==> src/rtl/cpu_pkg.sv <==
// Shared definitions for the multiplier operand stage.
//   DATA_W   : register / operand width
//   ADDR_W   : register address width (2**ADDR_W registers)
//   MULT_LAT : cycles the external multiplier needs to settle (>= 1)
//   mul_state_t : operand-stage FSM states
package cpu_pkg;

    localparam int DATA_W   = 8;
    localparam int ADDR_W   = 3;
    localparam int MULT_LAT = 2;

    typedef enum logic [1:0] {
        IDLE = 2'd0,
        WAIT = 2'd1,
        WB   = 2'd2
    } mul_state_t;

endpackage

==> src/rtl/reg_array_8x8.sv <==
// Register file storage.
//   clk, rst_n            : clock, asynchronous active-low clear of all entries
//   we_a/waddr_a/wdata_a  : general write port
//   we_b/waddr_b/wdata_b  : writeback port, wins over port A on the same address
//   raddr1/2 -> rdata1/2  : combinational read ports (no write bypass)
//   raddr3/4 -> rdata3/4  : combinational operand read ports
module reg_array_8x8 import cpu_pkg::*; #(
    parameter int DATA_W = cpu_pkg::DATA_W,
    parameter int ADDR_W = cpu_pkg::ADDR_W
) (
    input  logic              clk,
    input  logic              rst_n,
    input  logic              we_a,
    input  logic [ADDR_W-1:0] waddr_a,
    input  logic [DATA_W-1:0] wdata_a,
    input  logic              we_b,
    input  logic [ADDR_W-1:0] waddr_b,
    input  logic [DATA_W-1:0] wdata_b,
    input  logic [ADDR_W-1:0] raddr1,
    input  logic [ADDR_W-1:0] raddr2,
    input  logic [ADDR_W-1:0] raddr3,
    input  logic [ADDR_W-1:0] raddr4,
    output logic [DATA_W-1:0] rdata1,
    output logic [DATA_W-1:0] rdata2,
    output logic [DATA_W-1:0] rdata3,
    output logic [DATA_W-1:0] rdata4
);

    localparam int NREG = 2 ** ADDR_W;

    logic [DATA_W-1:0] mem [NREG];
    logic              a_blocked;

    // Port B has fixed priority: a colliding port A write is dropped.
    assign a_blocked = we_b && (waddr_a == waddr_b);

    always_ff @(posedge clk or negedge rst_n) begin
        if (!rst_n) begin
            for (int unsigned i = 0; i < NREG; i++) begin
                mem[i] <= '0;
            end
        end else begin
            if (we_a && !a_blocked) begin
                mem[waddr_a] <= wdata_a;
            end
            if (we_b) begin
                mem[waddr_b] <= wdata_b;
            end
        end
    end

    assign rdata1 = mem[raddr1];
    assign rdata2 = mem[raddr2];
    assign rdata3 = mem[raddr3];
    assign rdata4 = mem[raddr4];

endmodule

==> src/rtl/mul_operand_stage.sv <==
// Operand stage in front of a combinational multiplier.
//   CLK, RESET_N                : clock, asynchronous active-low reset
//   WRITE/WRITEREG/WRITEDATA    : general register write
//   READREG1/2 -> REGOUT1/2     : combinational register reads
//   MUL_START, MUL_SRC1/2, MUL_DEST : multiply request (sampled at CLK edge)
//   MUL_BUSY, MUL_DONE          : handshake (busy in WAIT/WB, done in WB)
//   MULTIPLICAND, MULTIPLIER    : registered operands to the multiplier
//   PRODUCT                     : multiplier result, written back in WB
module mul_operand_stage import cpu_pkg::*; #(
    parameter int DATA_W   = cpu_pkg::DATA_W,
    parameter int ADDR_W   = cpu_pkg::ADDR_W,
    parameter int MULT_LAT = cpu_pkg::MULT_LAT
) (
    input  logic              CLK,
    input  logic              RESET_N,
    input  logic              WRITE,
    input  logic [ADDR_W-1:0] WRITEREG,
    input  logic [DATA_W-1:0] WRITEDATA,
    input  logic [ADDR_W-1:0] READREG1,
    input  logic [ADDR_W-1:0] READREG2,
    output logic [DATA_W-1:0] REGOUT1,
    output logic [DATA_W-1:0] REGOUT2,
    input  logic              MUL_START,
    input  logic [ADDR_W-1:0] MUL_SRC1,
    input  logic [ADDR_W-1:0] MUL_SRC2,
    input  logic [ADDR_W-1:0] MUL_DEST,
    output logic              MUL_BUSY,
    output logic              MUL_DONE,
    output logic [DATA_W-1:0] MULTIPLICAND,
    output logic [DATA_W-1:0] MULTIPLIER,
    input  logic [DATA_W-1:0] PRODUCT
);

    localparam int CNT_W = (MULT_LAT > 1) ? $clog2(MULT_LAT) : 1;

    mul_state_t        state, state_nxt;
    logic [CNT_W-1:0]  cnt;
    logic [ADDR_W-1:0] dest_q;
    logic [DATA_W-1:0] src1_data, src2_data;
    logic [DATA_W-1:0] op1_fwd, op2_fwd;
    logic              accept;
    logic              wb_we;

    reg_array_8x8 #(
        .DATA_W (DATA_W),
        .ADDR_W (ADDR_W)
    ) u_regs (
        .clk     (CLK),
        .rst_n   (RESET_N),
        .we_a    (WRITE),
        .waddr_a (WRITEREG),
        .wdata_a (WRITEDATA),
        .we_b    (wb_we),
        .waddr_b (dest_q),
        .wdata_b (PRODUCT),
        .raddr1  (READREG1),
        .raddr2  (READREG2),
        .raddr3  (MUL_SRC1),
        .raddr4  (MUL_SRC2),
        .rdata1  (REGOUT1),
        .rdata2  (REGOUT2),
        .rdata3  (src1_data),
        .rdata4  (src2_data)
    );

    // A general write in the start cycle is forwarded into the operand latch.
    assign op1_fwd = (WRITE && (WRITEREG == MUL_SRC1)) ? WRITEDATA : src1_data;
    assign op2_fwd = (WRITE && (WRITEREG == MUL_SRC2)) ? WRITEDATA : src2_data;

    always_comb begin
        state_nxt = state;
        accept    = 1'b0;
        wb_we     = 1'b0;
        MUL_BUSY  = 1'b0;
        MUL_DONE  = 1'b0;
        case (state)
            IDLE: begin
                if (MUL_START) begin
                    accept    = 1'b1;
                    state_nxt = WAIT;
                end
            end
            WAIT: begin
                MUL_BUSY = 1'b1;
                if (cnt == '0) begin
                    state_nxt = WB;
                end
            end
            WB: begin
                MUL_BUSY  = 1'b1;
                MUL_DONE  = 1'b1;
                wb_we     = 1'b1;
                state_nxt = IDLE;
            end
            default: state_nxt = IDLE;
        endcase
    end

    always_ff @(posedge CLK or negedge RESET_N) begin
        if (!RESET_N) begin
            state        <= IDLE;
            cnt          <= '0;
            dest_q       <= '0;
            MULTIPLICAND <= '0;
            MULTIPLIER   <= '0;
        end else begin
            state <= state_nxt;
            if (accept) begin
                cnt          <= CNT_W'(MULT_LAT - 1);
                dest_q       <= MUL_DEST;
                MULTIPLICAND <= op1_fwd;
                MULTIPLIER   <= op2_fwd;
            end else if (state == WAIT && cnt != '0) begin
                cnt <= cnt - 1'b1;
            end
        end
    end

endmodule

==> config.mk <==
export PLATFORM = sky130hd
export DESIGN_NAME = mul_operand_stage
export DESIGN_NICKNAME = d
export VERILOG_FILES = /design/src/rtl/cpu_pkg.sv /design/src/rtl/reg_array_8x8.sv /design/src/rtl/mul_operand_stage.sv
export SDC_FILE = /design/constraint.sdc
export NUM_CORES = 1
export LEC_CHECK = 0
export CAP_MARGIN = 20
export CORE_MARGIN = 1.5
export CORE_UTILIZATION = 30
export DETAILED_ROUTE_END_ITERATION = 8
export GPL_TIMING_DRIVEN = 0
export MAX_ROUTING_LAYER = met4
export PLACE_DENSITY = 0.55
export RECOVER_POWER = 100
export REMOVE_ABC_BUFFERS = 1
export SYNTH_ARGS = -nofsm -noshare
export SYNTH_HDL_FRONTEND = slang
export SYNTH_SLANG_ARGS = --single-unit
==> constraint.sdc <==
create_clock -name CLK -period 3.5 [get_ports CLK]
set_clock_uncertainty 0.05 [all_clocks]
set_input_delay 0.525 -clock CLK [delete_from_list [all_inputs] [get_ports CLK]]
set_output_delay 0.525 -clock CLK [all_outputs]
set_load 0.01 [all_outputs]
==> summary.md <==
| Metric | Value |
|---|---|
| Crit-path slowest cell | `dlygate4sd2_1` |
| Cell area after synthesis | `between 6000 and 7000 um^2` |
| RSZ-0062 raised after global routing | `no` |
| Peak supply drop | `0.193 mV` |
| Placed cells | `just over 800` |
| Slew HR | `-0.181` |
| Fin crit period | `3450 ps` |
| Final worst-path setup slack | `about 50 ps` |
| Fraction of layout cells with a size suffix above 1 | `0.188` |
| Inserted Clock Buffers | `9` |
| Final wirelength | `~20,000 um` |
| Starting density of the core | `0.305` |
| Most numerous cell in the Yosys netlist | `dfrtp_1` |
| Finish-stage setup viols | `0` |
| Routed Antenna Nets | `0` |
| Skew-Pair Late Insertion Delay | `between 300 and 400 ps` |
| Status | `complete, but fails checks` |
| Number of global-route vias before repair | `4,818` |
| Post-Place Setup Slack | `-224 ps` |
| Post-layout util | `0.359` |
| Final instance area | `roughly 7300 um^2` |
| Clock root cell | `clkbuf_16` |
| Post-cts hold buffer count | `0` |
| Worst Path Required | `slightly below 3000 ps` |
| CP Cell Sequence | `dlygate4sd2_1 > mux4_2 > mux2_2 > clkdlybuf4s50_1` |
| Avg Vias per Cell | `5.60` |
| Worst Max-Slew Pin Slew | `around 1800 ps` |
| Post-synthesis sequential area ratio | `0.348` |
| Crit-path max cell delay | `~940 ps` |
| Yosys cell types | `36` |
| Most used DFF post-synth | `dfrtp_1` |
| CTS tree | `yes` |
| Die height | `between 100 and 150 um` |
| Number of port buffers | `71` |
| Placed Area | `between 7000 and 8000 um^2` |
| Dominant cell type by area after synthesis | `dfrtp_1` |
| Die area | `about 21,000 um^2` |
| Worst path buffer plus inverter count | `2` |
| WHS | `between 200 and 300 ps` |
| Dpl hpwl | `between 10,000 and 15,000 um` |
| CTS max path bufs | `2` |
| # diodes | `0` |
| Residual DRC | `0` |
| Overflow after GRT | `0` |
| Syn Inst Count | `between 500 and 600` |
| CTS Sinks | `between 80 and 90` |
| Post-synth EDFFs | `0` |
| Clock power share | `0.181` |
| Core ar. | `20,200 um^2` |
| Vias | `~4,700` |
| Fill count | `1,975` |
| Slew Viols, Final | `105` |
| P_int | `between 3000 and 4000 uW` |
| Post-synth top area share | `0.348` |
| Die Width | `between 100 and 150 um` |
| CP Max Fanout | `16` |
| Starting DRC count in detailed routing | `approximately 350` |
| Endpoint class of the critical path | `output pin` |
| Sw power | `2030 uW` |
| Fin. Hold Viols | `0` |
| First-pass detailed-route iteration total | `4` |
| Routed len/inst | `around 24 um` |
| Max-cap viol count | `5` |
| Routability Congestion | `between 0.8 and 0.9` |
| LEAKAGE | `~0.0029 uW` |
| Worst Path Arrival | `between 2000 and 3000 ps` |
| Critical path class | `primary input to output pin` |
| Pin count of the biggest net entering global routing | `69` |
| Delay-heaviest family, CP | `buffers and inverters` |
| Cell Rows | `52` |
| PD cells | `773 nW/um^2` |
| I/O Pins | `between 70 and 80` |
| Synthesis-stage register bit count | `86` |
| Global-route wire length before repair | `slightly below 30,000 um` |
| Synthesized area per cell | `between 10 and 15 um^2` |
| Antenna violations before repair | `0` |
| Ranking of synthesized cells by instance count | `dfrtp_1 (86), mux2i_1 (80), nor2_1 (65)` |
| Switch share | `0.362` |
| Hold/Removal Path Class | `primary input to async pin` |
| # Post-CTS Setup Buffers | `0` |
| Fmax | `~0.29 GHz` |
| Combinational share of power | `0.443` |
| Failing checks | `max-capacitance violations, max-slew violations` |
| Area Overhead vs Synth | `17.5%` |
| Ys Warns | `0` |
| Synth async-reset ratio | `1.00` |
| Flop pwr share | `0.376` |
| Layout net count | `between 600 and 700` |
| Dominant cells by area after synthesis | `dfrtp_1 (35%), mux4_2 (23%), mux2i_1 (13%)` |
| GRT Overall Usage | `0.193` |
| Critical path startpoint category | `primary input` |
| Number of H-tree levels | `3` |
| Clock Pin Slew Worst Setup and Hold Paths | `60 ps` |
| Period utilization | `0.986` |
| Non-filler cells, final | `between 800 and 900` |
placed cells by master, fill, tap and decap left out, types with 2 or more instances in the layout:
master           count
dlygate4sd3_1       21
dfrtp_1             86
nand3b_1             2
mux2i_1             80
nand3_1              5
clkbuf_1             4
o21ai_0             17
nand2_1              6
a22oi_1             17
a41o_1               2
clkbuf_16            9
nand4_1              2
mux2_2              18
nor2_1              65
inv_1                4
buf_16               2
clkdlybuf4s50_1     47
nor4bb_1             2
ha_1                 5
o21a_1               2
a21oi_1             66
mux4_2              64
and4b_1              4
nor2b_1              3
o21ai_1              6
inv_6                2
buf_8                2
xnor2_1              7
power groups by stage:
| stage | logic, uW | registers (uW) | clock network, uW |
|---|---|---|---|
| CTS | 2610 | 2110 | 1030 |
| global placement | 2520 | 2060 | 0 |
| detailed placement | 2600 | 2120 | 0 |
| finish | 2490 | 2110 | 1010 |
| floorplan | 1690 | 1950 | 0 |
| global route | 2710 | 2190 | 1070 |
metal layers:
metal,vias up,global-route usage,part of all wire,routed length [um]
li1,2063,-,-,-
met1,2407,0.237,0.41,8030
met2,168,0.321,0.51,10100
met3,34,0.0313,0.056,1100
met4,0,0.0677,0.027,528
met5,-,-,0,0
stage by stage:
stage | total power [uW] | setup TNS (ps)
6_report | 5620 | 0
5_1_grt | 5960 | 0
4_1_cts | 5750 | 0
3_5_place_dp | 4720 | -1130
3_3_place_gp | 4580 | -117420
2_1_floorplan | 3630 | 0
layout make-up:
cell class	instances	area (um^2)	area share
multi-input cells	381	3650	0.503
flip-flops and latches	86	2150	0.296
repair buffers	78	795	0.109
well taps	270	338	0.0465
clock buffers	10	239	0.0329
clock inverters	6	68.8	0.00948
inverters	4	15.0	0.00207
path summary, 6_finish.rpt:
check                              startpoint              to  depth (start not counted)  slack [ps]
max in group asynchronous             RESET_N  u_regs.mem[34]                          2         820
worst min-delay path                  RESET_N  u_regs.mem[37]                          1         290
worst max register to register       state[0]  u_regs.mem[52]                          6         300
worst max-delay path              READREG2[1]      REGOUT2[0]                          4          50
min in group CLK                MULTIPLIER[6]   MULTIPLIER[6]                          2         460
worst min register to register  MULTIPLIER[6]   MULTIPLIER[6]                          2         460
cells by family (layout without fill, tap and decap cells):
| kind of cell | after synthesis | in the layout | share of synthesized area |
|---|---|---|---|
| buffers and inverters | 61 | 98 | 0.0459 |
| AO/OA/AOI/OAI | 110 | 110 | 0.107 |
| multiplexers | 163 | 163 | 0.397 |
| adder cells (fa/ha/maj) | 5 | 5 | 0.0101 |
| AND/OR/NAND/NOR | 95 | 95 | 0.0741 |
| XOR/XNOR | 8 | 8 | 0.0174 |
| flip-flops | 86 | 86 | 0.348 |
timing repair:
action,CTS,global route
hold endpoints to repair,0,0
setup endpoints to repair,12,0
resized for setup,2,0
flip-flops by register name (all words and copies together), names as in the netlist:
register and flops:
u_regs.mem 64, MULTIPLICAND 8, MULTIPLIER 8, dest_q 3, state 2, cnt 1
Power figures use the tool's default switching activity.
